**src/rtl/redmule_w_row_packer_if.sv**
```systemverilog
// Beat stream and row-write bus around the W row packer. The master side is the surrounding datapath
// (streamer plus W buffer); the slave side is the packer itself.
interface redmule_w_row_packer_if #(
    parameter int unsigned WORD_SIZE  = 32,
    parameter int unsigned ROWS       = 4,
    parameter int unsigned COLS       = 4,
    parameter int unsigned ELMS       = 2,
    parameter int unsigned BEAT_WORDS = 4
);
    logic                                        in_valid_i;
    logic                                        in_ready_o;
    logic [BEAT_WORDS*WORD_SIZE-1:0]             in_data_i;
    logic                                        wr_ready_i;
    logic                                        write_en_o;
    logic [$clog2(ROWS)-1:0]                     write_addr_o;
    logic [COLS-1:0][ELMS-1:0][WORD_SIZE-1:0]    wdata_o;

    modport master (
        output in_valid_i, in_data_i, wr_ready_i,
        input  in_ready_o, write_en_o, write_addr_o, wdata_o
    );

    modport slave (
        input  in_valid_i, in_data_i, wr_ready_i,
        output in_ready_o, write_en_o, write_addr_o, wdata_o
    );
endinterface

```
**src/rtl/redmule_w_row_packer.sv**
```systemverilog
// Packs W beats into COLS*ELMS-word rows and writes them to the W buffer (REDMULE_W_PACKER_PERF_EN adds a stall counter).
// Latency: a row write can fire the cycle after the last beat of that row is accepted.
// Backpressure: in_ready drops for the WRITE cycle(s); wr_ready low holds address and data indefinitely.
module redmule_w_row_packer #(
    parameter int unsigned WORD_SIZE  = 32,
    parameter int unsigned ROWS       = 4,
    parameter int unsigned COLS       = 4,
    parameter int unsigned ELMS       = 2,
    parameter int unsigned BEAT_WORDS = 4
) (
    input  logic                    clk_i,
    input  logic                    rst_i,
    input  logic                    clear_i,
    input  logic                    start_i,
    input  logic [$clog2(ROWS):0]   n_rows_i,
    input  logic [$clog2(ROWS)-1:0] base_addr_i,
    redmule_w_row_packer_if.slave   bus,
    output logic                    busy_o,
    output logic                    done_o,
    output logic [15:0]             stall_cnt_o
);

    localparam int unsigned AW        = $clog2(ROWS);
    localparam int unsigned RW        = AW + 1;
    localparam int unsigned ROW_WORDS = COLS * ELMS;
    localparam int unsigned BPR       = ROW_WORDS / BEAT_WORDS;
    localparam int unsigned BCW       = (BPR > 1) ? $clog2(BPR) : 1;
    localparam int unsigned BEAT_BITS = BEAT_WORDS * WORD_SIZE;

    if ((ROW_WORDS % BEAT_WORDS) != 0) begin : g_bad_beat_cfg
        $error("COLS*ELMS must be a multiple of BEAT_WORDS");
    end
    if ((ROWS < 2) || ((ROWS & (ROWS - 1)) != 0)) begin : g_bad_rows_cfg
        $error("ROWS must be a power of two and at least 2");
    end

    typedef enum logic [1:0] {
        ST_IDLE,
        ST_FILL,
        ST_WRITE,
        ST_DONE
    } state_e;

    state_e                        state_q, state_d;
    logic [BCW-1:0]                beat_cnt_q;
    logic [RW-1:0]                 row_cnt_q;
    logic [RW-1:0]                 n_rows_q;
    logic [AW-1:0]                 base_q;
    logic [BPR-1:0][BEAT_BITS-1:0] pack_q;

    logic in_ready;
    logic write_en;
    logic done;
    logic accept;
    logic last_beat;
    logic last_row;

    assign last_beat = (beat_cnt_q == BCW'(BPR - 1));
    assign last_row  = ((row_cnt_q + RW'(1)) == n_rows_q);

    always_comb begin
        state_d  = state_q;
        in_ready = 1'b0;
        write_en = 1'b0;
        done     = 1'b0;
        unique case (state_q)
            ST_IDLE: begin
                if (start_i) begin
                    state_d = (n_rows_i == '0) ? ST_DONE : ST_FILL;
                end
            end
            ST_FILL: begin
                in_ready = 1'b1;
                if (bus.in_valid_i && last_beat) begin
                    state_d = ST_WRITE;
                end
            end
            ST_WRITE: begin
                write_en = bus.wr_ready_i;
                if (bus.wr_ready_i) begin
                    state_d = last_row ? ST_DONE : ST_FILL;
                end
            end
            ST_DONE: begin
                done    = 1'b1;
                state_d = ST_IDLE;
            end
            default: state_d = ST_IDLE;
        endcase
        // Soft clear wins over every handshake in the same cycle.
        if (clear_i) begin
            state_d  = ST_IDLE;
            in_ready = 1'b0;
            write_en = 1'b0;
            done     = 1'b0;
        end
    end

    assign accept = in_ready & bus.in_valid_i;

    always_ff @(posedge clk_i) begin
        if (rst_i) begin
            state_q    <= ST_IDLE;
            beat_cnt_q <= '0;
            row_cnt_q  <= '0;
            n_rows_q   <= '0;
            base_q     <= '0;
            pack_q     <= '0;
        end else begin
            state_q <= state_d;
            if (clear_i) begin
                // Partial rows are dropped; pack_q keeps its stale contents on purpose.
                beat_cnt_q <= '0;
                row_cnt_q  <= '0;
            end else begin
                if ((state_q == ST_IDLE) && start_i && (n_rows_i != '0)) begin
                    n_rows_q   <= n_rows_i;
                    base_q     <= base_addr_i;
                    beat_cnt_q <= '0;
                    row_cnt_q  <= '0;
                end
                if (accept) begin
                    pack_q[beat_cnt_q] <= bus.in_data_i;
                    beat_cnt_q         <= last_beat ? '0 : beat_cnt_q + BCW'(1);
                end
                if (write_en) begin
                    row_cnt_q <= row_cnt_q + RW'(1);
                end
            end
        end
    end

    assign bus.in_ready_o   = in_ready;
    assign bus.write_en_o   = write_en;
    assign bus.write_addr_o = base_q + row_cnt_q[AW-1:0];
    assign bus.wdata_o      = pack_q;
    assign busy_o           = (state_q != ST_IDLE);
    assign done_o           = done;

`ifdef REDMULE_W_PACKER_PERF_EN
    logic [15:0] stall_cnt_q;
    logic        stall_evt;

    assign stall_evt = ((state_q == ST_FILL) && !bus.in_valid_i) ||
                       ((state_q == ST_WRITE) && !bus.wr_ready_i);

    always_ff @(posedge clk_i) begin
        if (rst_i || clear_i || ((state_q == ST_IDLE) && start_i)) begin
            stall_cnt_q <= '0;
        end else if (stall_evt && (stall_cnt_q != 16'hFFFF)) begin
            stall_cnt_q <= stall_cnt_q + 16'd1;
        end
    end

    assign stall_cnt_o = stall_cnt_q;
`else
    assign stall_cnt_o = '0;
`endif

endmodule

```
**src/flat_wrapper.sv**
```systemverilog
// flat-port wrapper written by rule: the top's interface ports become plain ports
module redmule_w_row_packer_flat 
#(
    parameter int unsigned WORD_SIZE  = 32,
    parameter int unsigned ROWS       = 4,
    parameter int unsigned COLS       = 4,
    parameter int unsigned ELMS       = 2,
    parameter int unsigned BEAT_WORDS = 4
)
  (clk_i, rst_i, clear_i, start_i, n_rows_i, base_addr_i, busy_o, done_o, stall_cnt_o, bus_in_valid_i, bus_in_data_i, bus_wr_ready_i, bus_in_ready_o, bus_write_en_o, bus_write_addr_o, bus_wdata_o);
  redmule_w_row_packer_if #(.WORD_SIZE(WORD_SIZE), .ROWS(ROWS), .COLS(COLS), .ELMS(ELMS), .BEAT_WORDS(BEAT_WORDS)) bus_i ();
  input  logic clk_i;
  input  logic rst_i;
  input  logic clear_i;
  input  logic start_i;
  input  logic [$clog2(ROWS):0] n_rows_i;
  input  logic [$clog2(ROWS)-1:0] base_addr_i;
  output logic busy_o;
  output logic done_o;
  output logic [15:0] stall_cnt_o;
  input wire logic [$bits(bus_i.in_valid_i)-1:0] bus_in_valid_i;
  input wire logic [$bits(bus_i.in_data_i)-1:0] bus_in_data_i;
  input wire logic [$bits(bus_i.wr_ready_i)-1:0] bus_wr_ready_i;
  output wire logic [$bits(bus_i.in_ready_o)-1:0] bus_in_ready_o;
  output wire logic [$bits(bus_i.write_en_o)-1:0] bus_write_en_o;
  output wire logic [$bits(bus_i.write_addr_o)-1:0] bus_write_addr_o;
  output wire logic [$bits(bus_i.wdata_o)-1:0] bus_wdata_o;
  assign bus_i.in_valid_i = bus_in_valid_i;
  assign bus_i.in_data_i = bus_in_data_i;
  assign bus_i.wr_ready_i = bus_wr_ready_i;
  assign bus_in_ready_o = bus_i.in_ready_o;
  assign bus_write_en_o = bus_i.write_en_o;
  assign bus_write_addr_o = bus_i.write_addr_o;
  assign bus_wdata_o = bus_i.wdata_o;
  redmule_w_row_packer #(.WORD_SIZE(WORD_SIZE), .ROWS(ROWS), .COLS(COLS), .ELMS(ELMS), .BEAT_WORDS(BEAT_WORDS)) u_core (.clk_i(clk_i), .rst_i(rst_i), .clear_i(clear_i), .start_i(start_i), .n_rows_i(n_rows_i), .base_addr_i(base_addr_i), .bus(bus_i), .busy_o(busy_o), .done_o(done_o), .stall_cnt_o(stall_cnt_o));
endmodule
```
**config.mk**
```make
export PLATFORM = sky130hd
export DESIGN_NAME = redmule_w_row_packer_flat
export DESIGN_NICKNAME = d
export VERILOG_FILES = /design/src/rtl/redmule_w_row_packer_if.sv /design/src/rtl/redmule_w_row_packer.sv /design/src/flat_wrapper.sv
export SDC_FILE = /design/constraint.sdc
export NUM_CORES = 1
export LEC_CHECK = 0
export ABC_AREA = 0
export CORE_UTILIZATION = 41
export CTS_BUF_LIST = sky130_fd_sc_hd__clkbuf_8
export DETAILED_ROUTE_END_ITERATION = 6
export HOLD_SLACK_MARGIN = 0.02
export PLACE_DENSITY = 0.85
export SLEW_MARGIN = 30
export SYNTH_ARGS = -nofsm -noshare
export SYNTH_HDL_FRONTEND = slang
export SYNTH_SLANG_ARGS = --single-unit
```
**constraint.sdc**
```tcl
create_clock -name clk_i -period 1.49 [get_ports clk_i]
set_clock_uncertainty 0.1 [all_clocks]
set_input_delay 0.2235 -clock clk_i [delete_from_list [all_inputs] [get_ports clk_i]]
set_output_delay 0.2235 -clock clk_i [all_outputs]
set_load 0.005 [all_outputs]
```
# Word level (Yosys, flattened, before mapping)
# Cells that the tools add are included.
# W data, S select, Z words.
[classes]
n_addsub = 3
n_lt_le_gt_ge = 2
eq_ne = 7
n_mux = 20
n_bitwise = 2
reduce_logical = 14
[ops]
columns = ["cell", "n"]
rows = [
  ["$bwmux W256", 1],
  ["$demux W128 S1", 1],
  ["$mux W128", 1],
  ["$mux W2", 5],
  ["$mux W1", 9],
  ["$pmux W2 S4", 1],
  ["$mux W3", 2],
  ["$reduce_bool A2 Y1", 3],
  ["$eq A2 B2 Y1 const B", 2],
  ["$logic_and A1 B1 Y1", 4],
  ["$ne A2 B2 Y1 const B", 2],
  ["$reduce_and A2 Y1", 2],
  ["$add A3 B1 Y3 const B", 1],
  ["$eq A3 B3 Y1", 1],
  ["$logic_not A3 Y1", 1],
  ["$reduce_and A3 Y1", 1],
  ["$reduce_bool A3 Y1", 1],
  ["$add A2 B2 Y2", 1],
  ["$eq A2 B1 Y1 const B", 1],
  ["$logic_not A2 Y1", 1],
  ["$lt A1 B2 Y1 const B", 1],
  ["$ne A2 B1 Y1 const B", 1],
  ["$reduce_or A2 Y1", 1],
  ["$add A1 B1 Y1 const B", 1],
  ["3 further kinds", 3],
]
[word_totals]
reg_bits = 267
input_bits = 139
output_inout_bits = 278
wordCells = 55

# Longest topological paths before layout
[logic_depth]
word_depth = 5
depth_mapped = 6
ltp_nobuf = 4

# Least setup slack after synthesis
# OpenSTA, ideal clock, no wires.
[synth_timing]
kind = "reg-to-reg"
from = "register u_core.state_q[1]"
to = "register u_core.base_q[1]"
arrival_time_ns = 1.232
slack_ns = 0.026
stages_incl_launch_ff = 4
n_path_buf = 0
synth_period_minus_slack_ns = 1.464
path_cell_list = "dfxtp_1 > or4b_2 > o21ai_0 > a21oi_1"
[synth_between]
elab_chain_len = 4
[synth_rtl]
columns = ["item", "line", "source"]
rows = [
  ["start, declared", "redmule_w_row_packer.sv:44", "state_e state_q, state_d;"],
  ["start signal, assigned", "redmule_w_row_packer.sv:110", "state_q <= state_d;"],
  ["$logic_not A2 Y1", "redmule_w_row_packer.sv:116", "if ((state_q == ST_IDLE) && start_i && (n_rows_i != '0)) begin"],
  ["$logic_and A1 B1 Y1 (2 in series)", "redmule_w_row_packer.sv:116", ""],
  ["$reduce_and A2 Y1 (no line)", "-", ""],
  ["end signal, assigned", "redmule_w_row_packer.sv:118", "base_q <= base_addr_i;"],
  ["end, declared", "redmule_w_row_packer.sv:48", "logic [AW-1:0] base_q;"],
]
# No other way between the ends.
# A chain may end at the register's enable or synchronous reset.

# Worst setup path in the final report
[layout_timing]
from = "register u_core.state_q[1]"
to = "register u_core.pack_q (netlist bit u_core.bus.wdata_o[212])"
[layout_between]
elab_chain_len = 5
[layout_rtl]
columns = ["item", "line", "source"]
rows = [
  ["$eq A2 B1 Y1", "redmule_w_row_packer.sv:66", "unique case (state_q)"],
  ["$mux W1", "redmule_w_row_packer.sv:66", ""],
  ["$mux W1", "redmule_w_row_packer.sv:91", "if (clear_i) begin"],
  ["$and A1 B1 Y1", "redmule_w_row_packer.sv:99", "assign accept = in_ready & bus.in_valid_i;"],
  ["$reduce_and A2 Y1 (no line)", "-", ""],
  ["end signal, assigned by index", "redmule_w_row_packer.sv:123", "pack_q[beat_cnt_q] <= bus.in_data_i;"],
  ["end, declared", "redmule_w_row_packer.sv:49", "logic [BPR-1:0][BEAT_BITS-1:0] pack_q;"],
]
# No other way between the ends.

==> summary.md <==
| Metric | Value |
|---|---|
| Register area share after synthesis | 51.1% |
| WP data required | 1860 ps |
| Worst path max stage delay | 370 ps |
| Final period util | 124% |
| Synth top cells by count | a21oi_1, dfxtp_1, nand3_1 |
| Max-cap violations | 0 |
| Residual DRC | 0 |
| Hold slack | 142 ps |
| RSZ-0062 raised after global routing | yes |
| Syn avg cell area | 8.31 um^2 |
| Post-synth top area share | 51.1% |
| Final Power | 0.0153 W |
| Largest net degree at the start of global routing | 70 |
| Standard-cell rows | 58 |
| Crit-path max FO | 6 |
| Placed Area | 15000 um^2 |
| Final non-filler cell total | 2040 |
| Clock power share | 44.8% |
| GP Congestion | 0.862 |
| Synthesized area | 10500 um^2 |
| Share of layout cells above drive strength 1 | 23.8% |
| P&R area growth vs syn | 61.8% |
| Reg2Reg Depth | 7 |
| Number of synthesized flops with an enable pin | 0 |
| GRT Total Usage | 27.0% |
| Switching fraction of total power | 23.9% |
| DR vias | 11800 |
| CTS tree | yes |
| Async set-reset flop share out of synthesis | 0% |
| Final setup fails | 268 |
| CP Capture Type | register |
| Final WL | 40200 um |
| HPWL after detailed placement | 24100 um |
| Power Density | 905 nW/um^2 |
| Status | complete, but fails checks |
| Post-synthesis cell count | 1258 |
| Total CTS buffers | 45 |
| HP Class | primary input to register |
| Yosys top cell by area | dfxtp_1 |
| Clock buffer depth | 3 |
| Dominant register cell in the synthesized netlist | dfxtp_1 |
| Io pins | 417 |
| Peak Freq | 540 MHz |
| Leakage | 6.48 nW |
| Routed vias/inst | 5.79 |
| Placed cells | 1920 |
| Vias in the first global route | 11100 |
| Root buffer cell | clkbuf_8 |
| Ys Warns | 0 |
| Post-synthesis register bit count | 267 |
| Peak VDD IR | 0.657 mV |
| Fin. Hold Viols | 0 |
| Crit-path slowest cell | nor4bb_4 |
| H-tree depth | 2 |
| Die height | 162 um |
| Place WS | -569 ps |
| Startpoint Class | register |
| Worst-Skew Late Latency | 560 ps |
| Chip width | 162 um |
| Reg clk slew, reported paths | 70 ps |
| TritonRoute pass-1 iters | 6 |
| First-pass GRT wire length | 57500 um |
| Hold Path Stages | 3 |
| GRT Residual Overflow | 0 |
| Net switching power | 0.00366 W |
| Drt wl/cell | 19.7 um |
| Failing checks | setup timing |
| Nets@finish | 1818 |
| Area of the die | 26100 um^2 |
| Port Buf Inserts | 400 |
| Initial Utilization | 41.6% |
| Flop pwr share | 47.3% |
| Routed Antenna Nets | 0 |
| Final Critical Period | 1850 ps |
| Internal Pwr Total | 0.0116 W |
| Clk sinks | 267 |
| Final worst slack | -360 ps |
| Synth unique cells | 36 |
| Initial antenna violation count | 0 |
| Crit-path cells | buf_8 -> nor4bb_4 -> buf_6 -> buf_12 -> clkbuf_16 -> nand3_2 -> a21oi_2 |
| ANT cells | 0 |
| WP data arrival | 2220 ps |
| Worst setup path category | register to register |
| DR iter-0 viols | 1208 |
| Top cells by area, synth | dfxtp_1, a21oi_1, nand3_1, o21ai_0, clkbuf_1 |
| Design area | 16900 um^2 |
| Core area | 25100 um^2 |
| Count of pins over their slew limit | 0 |
| Combinational power share | 7.9% |
==> layout make-up <==
| class | instances | area [um^2] |
|---|---|---|
| clock inverters | 26 | 198 |
| clock buffers | 54 | 743 |
| multi-input cells | 842 | 4970 |
| repair buffers | 518 | 5160 |
| inverters | 3 | 21.3 |
| fillers | 1883 | 8190 |
| flip-flops and latches | 267 | 5400 |
| well taps | 330 | 413 |
==> sequential cells by signal (all words and copies together), names as in the netlist <==
name and flops:
u_core.base_q 2, u_core.beat_cnt_q 1, u_core.bus.wdata_o 256, u_core.n_rows_q 3
u_core.row_cnt_q 3, u_core.state_q 2
==> routing by layer <==
metal | GRT usage (%) | up-vias | routed length (um)
met4 | 13.1 | 0 | 1900
met3 | 8.27 | 159 | 3880
li1 | - | 5340 | -
met5 | 0 | - | 0
met2 | 46.3 | 686 | 19800
met1 | 30.4 | 5618 | 14700
==> repair_timing <==
item,CTS,global route
hold buffers,1,0
gates resized for setup,450,293
setup endpoints to repair,528,372
endpoints found under the hold margin,28,0
gates cloned,5,12
pin swaps,15,46
buffers inserted,21,10
==> per-stage QoR <==
step / setup TNS [ps] / util (%)
6_report: -65160 / 67.4
2_1_floorplan: 0 / -
3_5_place_dp: -130890 / 59.6
5_1_grt: -82870 / 67.4
4_1_cts: -58080 / 64.5
3_3_place_gp: -120160 / 59.6
==> layout by cell type (no fill, tap or decap), types with 2 or more instances in the layout <==
cell             Yosys  final
a21oi_1            267    206
a21oi_2              0     60
buf_12               0     25
buf_2               12      6
buf_4               34     59
buf_6               13     16
buf_8                0      8
bufbuf_16            0      2
bufinv_16            0      3
clkbuf_16            0      8
clkbuf_2             0     33
clkbuf_8             0     54
clkdlybuf4s15_1      0     74
clkdlybuf4s15_2      0      5
clkdlybuf4s50_1      0    137
clkinv_2             0     10
conb_1               1     16
dfxtp_1            267    227
dfxtp_2              0     37
dfxtp_4              0      3
dlygate4sd2_1        0    143
ha_4                 0      2
inv_1                2     11
inv_4                0      2
nand2_1              5      5
nand3_1            259    220
nand3_2              0     28
nand3_4              0     11
nor3_2               1      3
o211ai_1             5      5
o21ai_0            258    180
o21ai_1              5     67
o21ai_2              0     16
or2_2                3      2
xnor2_2              0      2
==> logic make-up after synthesis <==
family,Yosys count,synth area share [%]
compound gates,536,25.8
xor+xnor,5,0.551
fa+ha+maj,2,0.239
buf+inv,164,8.19
flops,267,51.1
other cells,1,0.0359
simple gates,283,14.0
==> final timing paths <==
kind	start	endpoint	slack (ps)
worst min register to register	u_core.bus.wdata_o[197]	u_core.bus.wdata_o[197]	370
worst min-delay path	base_addr_i[1]	u_core.base_q[1]	140
worst max-delay path	u_core.state_q[1]	u_core.bus.wdata_o[212]	-360
worst max register to register	u_core.state_q[1]	u_core.bus.wdata_o[212]	-360
==> worst max-delay path, delay by kind of cell (launching register included) <==
family          cells  cell delay, ps
compound gates      1             160
simple gates        2             460
buf+inv             4             670
flops               1             360
==> power by group through the flow <==
stage / Clock [W] / Sequential, W / Combinational [W]
after floorplan: 0 / 0.00739 / 0.000360
after CTS: 0.00695 / 0.00723 / 0.00108
after detailed placement: 0 / 0.00739 / 0.00104
final: 0.00685 / 0.00724 / 0.00121
after global placement: 0 / 0.00739 / 0.00103
after global routing: 0.00729 / 0.00724 / 0.00127
Note: power is estimated with default switching activity, not from simulation.
